[src/rtl/mbist_pkg.sv]
// Shared March C- definitions: controller states and the per-element operation tables.
package mbist_pkg;

    typedef enum logic [2:0] {
        ST_IDLE  = 3'd0,
        ST_M0    = 3'd1,
        ST_M1    = 3'd2,
        ST_M2    = 3'd3,
        ST_M3    = 3'd4,
        ST_M4    = 3'd5,
        ST_M5    = 3'd6,
        ST_DRAIN = 3'd7
    } state_t;

    localparam int N_ELEM      = 6;
    localparam int FAIL_ELEM_W = 3;

    // Tables indexed by element number 0..5; bits 6 and 7 are padding.
    localparam logic [7:0] ELEM_DOWN   = 8'b0001_1000;
    localparam logic [7:0] ELEM_RD     = 8'b0011_1110;
    localparam logic [7:0] ELEM_WR     = 8'b0001_1111;
    localparam logic [7:0] ELEM_RD_EXP = 8'b0001_0100;
    localparam logic [7:0] ELEM_WR_VAL = 8'b0000_1010;

    function automatic logic [FAIL_ELEM_W-1:0] elem_of(state_t s);
        return FAIL_ELEM_W'(s - 3'd1);
    endfunction

endpackage

[src/rtl/mbist_addr_cnt.sv]
// Up/down address counter with load-to-0, load-to-max, enable and a direction-aware terminal count.
module mbist_addr_cnt #(
    parameter int W = 4
) (
    input  logic         clk_i,
    input  logic         rst_i,
    input  logic         ld_zero_i,
    input  logic         ld_max_i,
    input  logic         en_i,
    input  logic         up_i,
    output logic [W-1:0] cnt_o,
    output logic         tc_o
);

    logic [W-1:0] cnt_q, cnt_d;

    always_comb begin
        cnt_d = cnt_q;
        if (ld_zero_i) begin
            cnt_d = '0;
        end else if (ld_max_i) begin
            cnt_d = '1;
        end else if (en_i) begin
            cnt_d = up_i ? cnt_q + W'(1) : cnt_q - W'(1);
        end
    end

    always_ff @(posedge clk_i) begin
        if (rst_i) begin
            cnt_q <= '0;
        end else begin
            cnt_q <= cnt_d;
        end
    end

    assign cnt_o = cnt_q;
    assign tc_o  = up_i ? (cnt_q == '1) : (cnt_q == '0);

endmodule

[src/rtl/march_cm_ctrl.sv]
// March C- memory test controller; define MCM_FAIL_LOG_EN to add first-failure address/element capture.
// state | meaning: IDLE wait start | M0..M5 march elements (phase 0 read, 1 write in M1-M4) | DRAIN last compare
module march_cm_ctrl
    import mbist_pkg::*;
#(
    parameter int ADDR_W = 4,
    parameter int DATA_W = 8
) (
    input  logic                   clk,
    input  logic                   rst,
    input  logic                   start,
    output logic [ADDR_W-1:0]      mem_addr,
    output logic                   mem_we,
    output logic                   mem_re,
    output logic [DATA_W-1:0]      mem_wdata,
    input  logic [DATA_W-1:0]      mem_rdata,
    output logic                   busy,
    output logic                   done,
    output logic                   fail
`ifdef MCM_FAIL_LOG_EN
    ,
    output logic [ADDR_W-1:0]      fail_addr,
    output logic [FAIL_ELEM_W-1:0] fail_elem
`endif
);

    state_t state_q, state_d;
    logic phase_q, phase_d;
    logic done_q, done_d;
    logic fail_q;
    logic pend_q, exp_q;
    logic [FAIL_ELEM_W-1:0] elem;
    logic cnt_ld0, cnt_ldmax, cnt_en, cnt_up, cnt_tc;
    logic [ADDR_W-1:0] cnt;
    logic we, re, wval, rd_exp, start_acc, mismatch;

    mbist_addr_cnt #(.W(ADDR_W)) u_addr_cnt (
        .clk_i     (clk),
        .rst_i     (rst),
        .ld_zero_i (cnt_ld0),
        .ld_max_i  (cnt_ldmax),
        .en_i      (cnt_en),
        .up_i      (cnt_up),
        .cnt_o     (cnt),
        .tc_o      (cnt_tc)
    );

    assign elem      = elem_of(state_q);
    assign start_acc = (state_q == ST_IDLE) && start;
    assign mismatch  = pend_q && (mem_rdata != {DATA_W{exp_q}});

    always_comb begin
        state_d   = state_q;
        phase_d   = phase_q;
        done_d    = done_q;
        cnt_ld0   = 1'b0;
        cnt_ldmax = 1'b0;
        cnt_en    = 1'b0;
        cnt_up    = ~ELEM_DOWN[elem];
        we        = 1'b0;
        re        = 1'b0;
        wval      = 1'b0;
        rd_exp    = 1'b0;
        case (state_q)
            ST_IDLE: begin
                if (start) begin
                    state_d = ST_M0;
                    phase_d = 1'b0;
                    done_d  = 1'b0;
                    cnt_ld0 = 1'b1;
                end
            end
            ST_M0, ST_M1, ST_M2, ST_M3, ST_M4, ST_M5: begin
                if (ELEM_RD[elem] && ELEM_WR[elem] && !phase_q) begin
                    re      = 1'b1;
                    rd_exp  = ELEM_RD_EXP[elem];
                    phase_d = 1'b1;
                end else begin
                    phase_d = 1'b0;
                    if (ELEM_WR[elem]) begin
                        we   = 1'b1;
                        wval = ELEM_WR_VAL[elem];
                    end else begin
                        re     = 1'b1;
                        rd_exp = ELEM_RD_EXP[elem];
                    end
                    // Last op at this address: advance, or hand over to the next element.
                    if (!cnt_tc) begin
                        cnt_en = 1'b1;
                    end else if (elem == FAIL_ELEM_W'(N_ELEM - 1)) begin
                        state_d = ST_DRAIN;
                    end else begin
                        state_d = state_t'(state_q + 3'd1);
                        if (ELEM_DOWN[elem + 3'd1]) begin
                            cnt_ldmax = 1'b1;
                        end else begin
                            cnt_ld0 = 1'b1;
                        end
                    end
                end
            end
            ST_DRAIN: begin
                state_d = ST_IDLE;
                done_d  = 1'b1;
            end
            default: begin
                state_d = ST_IDLE;
                phase_d = 1'b0;
            end
        endcase
    end

    always_ff @(posedge clk) begin
        if (rst) begin
            state_q <= ST_IDLE;
            phase_q <= 1'b0;
            done_q  <= 1'b0;
            pend_q  <= 1'b0;
            exp_q   <= 1'b0;
        end else begin
            state_q <= state_d;
            phase_q <= phase_d;
            done_q  <= done_d;
            pend_q  <= re;
            exp_q   <= rd_exp;
        end
    end

`ifdef MCM_FAIL_LOG_EN
    logic [ADDR_W-1:0]      pend_addr_q, fail_addr_q;
    logic [FAIL_ELEM_W-1:0] pend_elem_q, fail_elem_q;

    always_ff @(posedge clk) begin
        if (rst) begin
            fail_q      <= 1'b0;
            pend_addr_q <= '0;
            pend_elem_q <= '0;
            fail_addr_q <= '0;
            fail_elem_q <= '0;
        end else begin
            pend_addr_q <= cnt;
            pend_elem_q <= elem;
            if (start_acc) begin
                fail_q      <= 1'b0;
                fail_addr_q <= '0;
                fail_elem_q <= '0;
            end else if (mismatch && !fail_q) begin
                fail_q      <= 1'b1;
                fail_addr_q <= pend_addr_q;
                fail_elem_q <= pend_elem_q;
            end
        end
    end

    assign fail_addr = fail_addr_q;
    assign fail_elem = fail_elem_q;
`else
    always_ff @(posedge clk) begin
        if (rst) begin
            fail_q <= 1'b0;
        end else if (start_acc) begin
            fail_q <= 1'b0;
        end else if (mismatch) begin
            fail_q <= 1'b1;
        end
    end
`endif

    assign mem_addr  = cnt;
    assign mem_we    = we;
    assign mem_re    = re;
    assign mem_wdata = {DATA_W{wval}};
    assign busy      = (state_q != ST_IDLE);
    assign done      = done_q;
    assign fail      = fail_q;

endmodule

[config.mk]
export PLATFORM = sky130hd
export DESIGN_NAME = march_cm_ctrl
export DESIGN_NICKNAME = d
export VERILOG_FILES = /design/src/rtl/mbist_pkg.sv /design/src/rtl/mbist_addr_cnt.sv /design/src/rtl/march_cm_ctrl.sv
export SDC_FILE = /design/constraint.sdc
export NUM_CORES = 1
export LEC_CHECK = 0
export CAP_MARGIN = 20
export CORE_AREA = 2 2 50 52
export CTS_CLUSTER_DIAMETER = 120
export DETAILED_ROUTE_END_ITERATION = 6
export DIE_AREA = 0 0 52 54
export GPL_TIMING_DRIVEN = 0
export PLACE_DENSITY = 0.85
export SLEW_MARGIN = 25
export SYNTH_ARGS = -nofsm -noshare
export SYNTH_HDL_FRONTEND = slang
export SYNTH_HIERARCHICAL = 1
export SYNTH_SLANG_ARGS = --single-unit
export TNS_END_PERCENT = 100
[constraint.sdc]
create_clock -name clk -period 3.85 [get_ports clk]
set_clock_uncertainty 0.1 [all_clocks]
set_input_delay 0.385 -clock clk [delete_from_list [all_inputs] [get_ports clk]]
set_output_delay 0.385 -clock clk [all_outputs]
set_load 0.01 [all_outputs]
== Yosys cells after proc, flatten, opt, wreduce, memory -nomap -nowiden ==
Memory sizes are Yosys's and may differ from the RTL's.
Cells that the tools add are included.

* Memories kept: 6
* Input bits: 11
* Word-level logic and storage cells: 96
* Output and inout bits: 17
* Flip-flop bits (word level): 12
* Bits in read-only memories: 48

* Add/subtract/negate cells: 5
* Bitwise logic cells: 1
* Reductions and logical operators: 18
* Equality and inequality tests: 13
* Magnitude comparators: 2
* Muxes and demuxes: 44

{| class="wikitable"
|+ Memory list
! name !! words !! width !! read ports !! clocked after memory_dff !! wr ports !! RTL line !! text
|-
| (no name shown) || 8 || 1 || 1 || 0 || 0 || march_cm_ctrl.sv:94 || <nowiki>if (ELEM_DOWN[elem + 3'd1]) begin</nowiki>
|-
| (no name shown) || 8 || 1 || 1 || 0 || 0 || march_cm_ctrl.sv:85 || <nowiki>rd_exp = ELEM_RD_EXP[elem];</nowiki>
|-
| (no name shown) || 8 || 1 || 1 || 0 || 0 || march_cm_ctrl.sv:82 || <nowiki>wval = ELEM_WR_VAL[elem];</nowiki>
|-
| (no name shown) || 8 || 1 || 1 || 0 || 0 || march_cm_ctrl.sv:80 || <nowiki>if (ELEM_WR[elem]) begin</nowiki>
|-
| (no name shown) || 8 || 1 || 1 || 0 || 0 || march_cm_ctrl.sv:74 || <nowiki>if (ELEM_RD[elem] && ELEM_WR[elem] && !phase_q) begin</nowiki>
|-
| (no name shown) || 8 || 1 || 1 || 0 || 0 || march_cm_ctrl.sv:59 || <nowiki>cnt_up = ~ELEM_DOWN[elem];</nowiki>
|}

{| class="wikitable"
|+ Operators by type and width
! kind !! count
|-
| $mux 1 || 33
|-
| $eq 3x3->1 const B || 5
|-
| $mux 3 || 4
|-
| $mux 4 || 3
|-
| $pmux 3 s3 || 1
|-
| $lt 3x4->1 const B || 2
|-
| $ne 8x8->1 || 1
|-
| $add 3x1->3 const B || 2
|-
| $eq 3x2->1 const B || 2
|-
| $ne 2x2->1 const B || 3
|-
| $pmux 1 s2 || 3
|-
| $reduce_bool 2->1 || 3
|-
| $reduce_or 2->1 || 3
|-
| $reduce_or 6->1 || 1
|-
| $add 4x1->4 const B || 1
|-
| $eq 4x4->1 const B || 1
|-
| $logic_and 1x1->1 || 4
|-
| $logic_not 4->1 || 1
|-
| $reduce_and 2->1 || 2
|-
| $sub 4x1->4 const B || 1
|-
| $eq 3x1->1 const B || 1
|-
| $logic_not 3->1 || 1
|-
| $reduce_and 3->1 || 1
|-
| $reduce_bool 3->1 || 1
|-
| other kinds (3) || 3
|}

== Longest topological paths before layout ==
* Depth in word-level cells: 10
* Gate-level depth with buffers: 13
* Depth with buffers taken out: 12

== By module ==
Netlist, hierarchy kept.

{| class="wikitable"
|+ Modules (own cells, without submodules)
! module !! seq. area each (um^2) !! area an instance (um^2) !! cells each !! times used
|-
| march_cm_ctrl || 160.2 || 747.0 || 92 || 1
|-
| mbist_addr_cnt || 80.1 || 307.8 || 32 || 1
|}

== Worst setup path before layout ==
OpenSTA, ideal clock, no wires.

* Kind: flip-flop to flip-flop
* Start point: register state_q[0]
* End point: register u_addr_cnt.cnt_q[3] (netlist: u_addr_cnt/cnt_o[3])
* Setup time: 0.073 ns
* Stages on the path, launching flop included: 13
* Arrival: 2.788 ns
* Setup slack: 0.889 ns
* Required time: 3.677 ns
* Path buffers: 1
* Clock period less this slack: 2.961 ns
* Path through: dfxtp_1 > inv_1 > ha_1 > ha_1 > buf_4 > mux2i_1 > inv_1 > o21ai_0 > nand4b_1 > nor2_1 > nor4bb_1 > o211a_1 > nor3_2

* Elaborated cells on any way between the ends: 40
* Classes of those cells: add/sub: 2; eq/ne: 7; mux: 21; reduce/logical: 6; memory: 4

{| class="wikitable"
|+ RTL lines
! element !! RTL line !! text
|-
| start: declaration || march_cm_ctrl.sv:27 || <nowiki>state_t state_q, state_d;</nowiki>
|-
| start signal: assignment || march_cm_ctrl.sv:121 || <nowiki>state_q <= state_d;</nowiki>
|-
| $sub 3x1->3 (*) || mbist_pkg.sv:26 || <nowiki>return FAIL_ELEM_W'(s - 3'd1);</nowiki>
|-
| $mem_v2 8x1 (*) || n/a ||
|-
| $mux 1 (not written as such) (*) || march_cm_ctrl.sv:59 ||
|-
| $mux 1 (*) || mbist_addr_cnt.sv:37 || <nowiki>assign tc_o = up_i ? (cnt_q == '1) : (cnt_q == '0);</nowiki>
|-
| net cnt_tc || march_cm_ctrl.sv:33 || <nowiki>logic cnt_ld0, cnt_ldmax, cnt_en, cnt_up, cnt_tc;</nowiki>
|-
| $mux 1 (*) || march_cm_ctrl.sv:88 || <nowiki>if (!cnt_tc) begin</nowiki>
|-
| $mux 1 (*) || march_cm_ctrl.sv:74 ||
|-
| $mux 1 (*) || march_cm_ctrl.sv:64 || <nowiki>case (state_q)</nowiki>
|-
| net cnt_ldmax || march_cm_ctrl.sv:33 ||
|-
| $mux 4 / $reduce_bool 2->1 (equally long branches) || n/a ||
|-
| end signal: assignment || mbist_addr_cnt.sv:32 || <nowiki>cnt_q <= cnt_d;</nowiki>
|-
| end: declaration || mbist_addr_cnt.sv:15 || <nowiki>logic [W-1:0] cnt_q, cnt_d;</nowiki>
|}

The timed path passes the listed nets; every way through them passes the cells marked *. The select of a mux whose other input is x is not followed.
A chain may end at the register's enable or synchronous reset.

== Final worst setup path ==
* Start point: register state_q[0]
* End point: register state_q[1]

* Elaborated cells on any way between the ends: 29
* Classes of those cells: add/sub: 2; eq/ne: 11; mux: 8; reduce/logical: 5; memory: 3

{| class="wikitable"
|+ RTL lines
! element !! RTL line
|-
| $sub 3x1->3 || mbist_pkg.sv:26
|-
| $mem_v2 8x1 || n/a
|-
| $mux 1 (not written as such) || march_cm_ctrl.sv:59
|-
| $mux 1 || mbist_addr_cnt.sv:37
|-
| net cnt_tc || march_cm_ctrl.sv:33
|-
| $ne 2x2->1 (no source line) || n/a
|-
| $reduce_and 3->1 (no source line) || n/a
|}

The timed path passes the listed nets, and every way through them passes these cells. The select of a mux whose other input is x is not followed.

==> summary.txt <==
Outcome
  – Outcome: finished clean

Worst setup path
  – Setup crit start kind: flop
  – Critical Path Stages: 10
  – Critical-path cell list: inv_1, ha_1, ha_1, buf_4, mux2i_1, inv_1, o21ai_0, a32oi_1, or4b_2, o31ai_1
  – Crit end category: flop
  – Slowest stage delay, CP: 0.65 ns
  – Reg2reg setup slack: 0.39 ns
  – Worst Setup SP: state_q[0]
  – WP data required: 3.94 ns
  – Reg2reg path depth: 10
  – CP max FO: 9
  – Reg2reg start: state_q[0]
  – Critical path arrival: 3.55 ns
  – R2r endpoint: state_q[1]
  – Family with the most delay on the worst path: compound AO/OA/AOI/OAI gates
  – Worst path buffer plus inverter count: 3
  – Worst setup path end: state_q[1]
  – Setup CP Type: reg -> reg
  – Slowest CP cell: or4b_2

Synthesis
  – Syn avg cell area: 8.51 um^2
  – Cell count after synthesis: 124
  – Ranking of synthesized cells by area: dfxtp_1 (23%), ha_1 (14%), buf_4 (6.4%)
  – Area leader, netlist: dfxtp_1
  – Register area share after synthesis: 0.228
  – Number of library cell types mapped by synthesis: 43
  – Mapped Nets: 148
  – Post-synthesis register bit count: 12
  – Async SR Flop Fraction: 0
  – Commonest cells in the netlist: dfxtp_1 (12), ha_1 (12), nor2_1 (12)
  – Main flop type after synthesis: dfxtp_1
  – Cell Area, Synth: 1050 um^2
  – Area share of the largest cell type after synthesis: 0.228
  – Synth warn: 6
  – EDFF count, synth: 0

CTS
  – Hold buffer count at cts: 0
  – CTS Sinks: 12
  – Worst-Skew Late Latency: 0.28 ns
  – CTS tree: done
  – Clock root buffer: clkbuf_4
  – CTS clk-pin slew, worst paths: 0.08 ns
  – Max Root-Sink Buffers: 2
  – H-tree depth: 1
  – CTS Buf Count: 3

Detailed routing
  – DRT Pass-1 Iters: 4
  – Final WL: 2310 um
  – Via count: 990
  – Post-route DRC: 0
  – Post-route ant nets: 0
  – Routed vias/inst: 5.35
  – WL per Instance: 12.5 um
  – Initial DRC count: 16

Job
  – Max Cap Viol: 0

Finish
  – P&R area growth vs syn: 32.9%
  – Share of layout cells above drive strength 1: 0.142
  – Antenna cells: 0
  – Final Non-Filler Cells: 185
  – Post-layout instance area: 1400 um^2
  – Fin nets: 180

Power
  – PD cells: 731 nW/um^2
  – LEAKAGE: 0.572 nW
  – Maximum vdd ir drop: 452 uV

GRT
  – Largest net degree at the start of global routing: 11
  – Vias in the first global route: 959
  – Grt ovf: 0
  – Antenna violations before repair: 0
  – First-pass GRT wire length: 3940 um
  – GRT Util Overall: 0.188

Die
  – I/O pin total: 28
  – Die Y: 54 um
  – Core box area: 2320 um^2
  – Num rows: 18
  – DIE AREA: 2810 um^2
  – Initial Util: 0.455
  – Die W: 52 um

STA
  – Period utilization: 0.898
  – Fmax: 0.289 GHz
  – Worst Tran Pin Value: 0.425 ns
  – Min Tclk post-route: 3.46 ns
  – Final setup violating endpoints: 0
  – Max-slew violation count: 0
  – Final hold violations: 0
  – Rel. slew slack: 0.716
  – Final worst slack: 0.391 ns
  – RSZ-0062 raised after global routing: false
  – Setup TNS: 0 ns

Worst hold path
  – Hold crit path type: reg -> reg
  – Hold path start: done

Placed design
  – GPL Wtd Cong: 0.818
  – Number of port buffers: 27
  – Placement Cell Area: 1360 um^2
  – Final HPWL DP: 1870 um
  – Placed cells: 181
  – Placement Setup Slack: 0.288 ns
how the worst min path moves through the flow:
| stage | depth (start not counted) | slack, ns | to |
|---|---|---|---|
| detailed placement | 2 | 0.39 | done |
| CTS | 2 | 0.41 | done |
| global placement | 2 | 0.38 | done |
| finish | 2 | 0.41 | done |
| floorplan | 2 | 0.38 | phase_q |
| global route | 2 | 0.42 | done |
final cells by class:
type	count	area [um^2]
clock buffers	4	36.3
multi-input cells	93	697
inverters	7	26.3
well taps	30	37.5
plain buffers	12	93.8
repair buffers	27	270
fillers	213	918
flip-flops and latches	12	240
flip-flops by register name, summed over array words and instances, names as in the netlist:
| register | cells |
|---|---|
| exp_q | 1 |
| done | 1 |
| pend_q | 1 |
| state_q | 3 |
| u_addr_cnt/cnt_o | 4 |
| fail | 1 |
| phase_q | 1 |
logic make-up (layout without fill, tap and decap cells):
family,Yosys count,after routing,share of synthesized area
multiplexers,5,5,0.0486
adder cells (fa/ha/maj),13,13,0.161
XOR/XNOR,3,3,0.0249
buffers and inverters,19,50,0.114
flip-flops,12,12,0.228
AO/OA/AOI/OAI,23,23,0.147
AND/OR/NAND/NOR,49,49,0.276
routing by layer:
metal	vias to the layer above	global-route usage	wire length, um
met1	452	0.196	945
met3	6	0.0306	145
met4	0	0.0833	40
met5	-	0	0
met2	31	0.367	1180
li1	501	-	-
report_power, final:
part	leakage (nW)	internal, mW	total, mW	switching (mW)
Combinational	0.453	0.361	0.720	0.359
Sequential	0.0978	0.160	0.201	0.0413
Clock	0.0210	0.0576	0.104	0.0463
Total	0.572	0.578	1.02	0.446
repair_timing:
action / 4_1_cts / 5_1_grt
buffers inserted: 0 / 0
gates resized for setup: 0 / 1
endpoints found under the setup margin: 0 / 1
endpoints found under the hold margin: 0 / 0
placed cells by master (no fill, tap or decap), drive strengths merged, types with 4 or more instances in the layout:
master,synthesis,layout
dfxtp,12,12
nor3,5,5
mux2i,4,4
ha,12,12
o21ai,5,5
clkdlybuf4s50,0,27
nand2,4,4
inv,7,7
clkbuf,1,5
a21oi,5,5
buf,11,11
nor2,12,12
through the flow:
stage          hold slack, ns  power [mW]   util
3_3_place_gp            0.380       0.890  0.587
2_1_floorplan           0.379       0.713      -
3_5_place_dp            0.394       0.921  0.587
5_1_grt                 0.419        1.13  0.604
6_report                0.412        1.02  0.604
4_1_cts                 0.410        1.03  0.603
worst min-delay path: cells and delay by family (launching register included):
family,cells,cell delay [ns]
flops,1,0.32
simple gates,2,0.16
No activity file was read; power rests on OpenSTA's default activity.
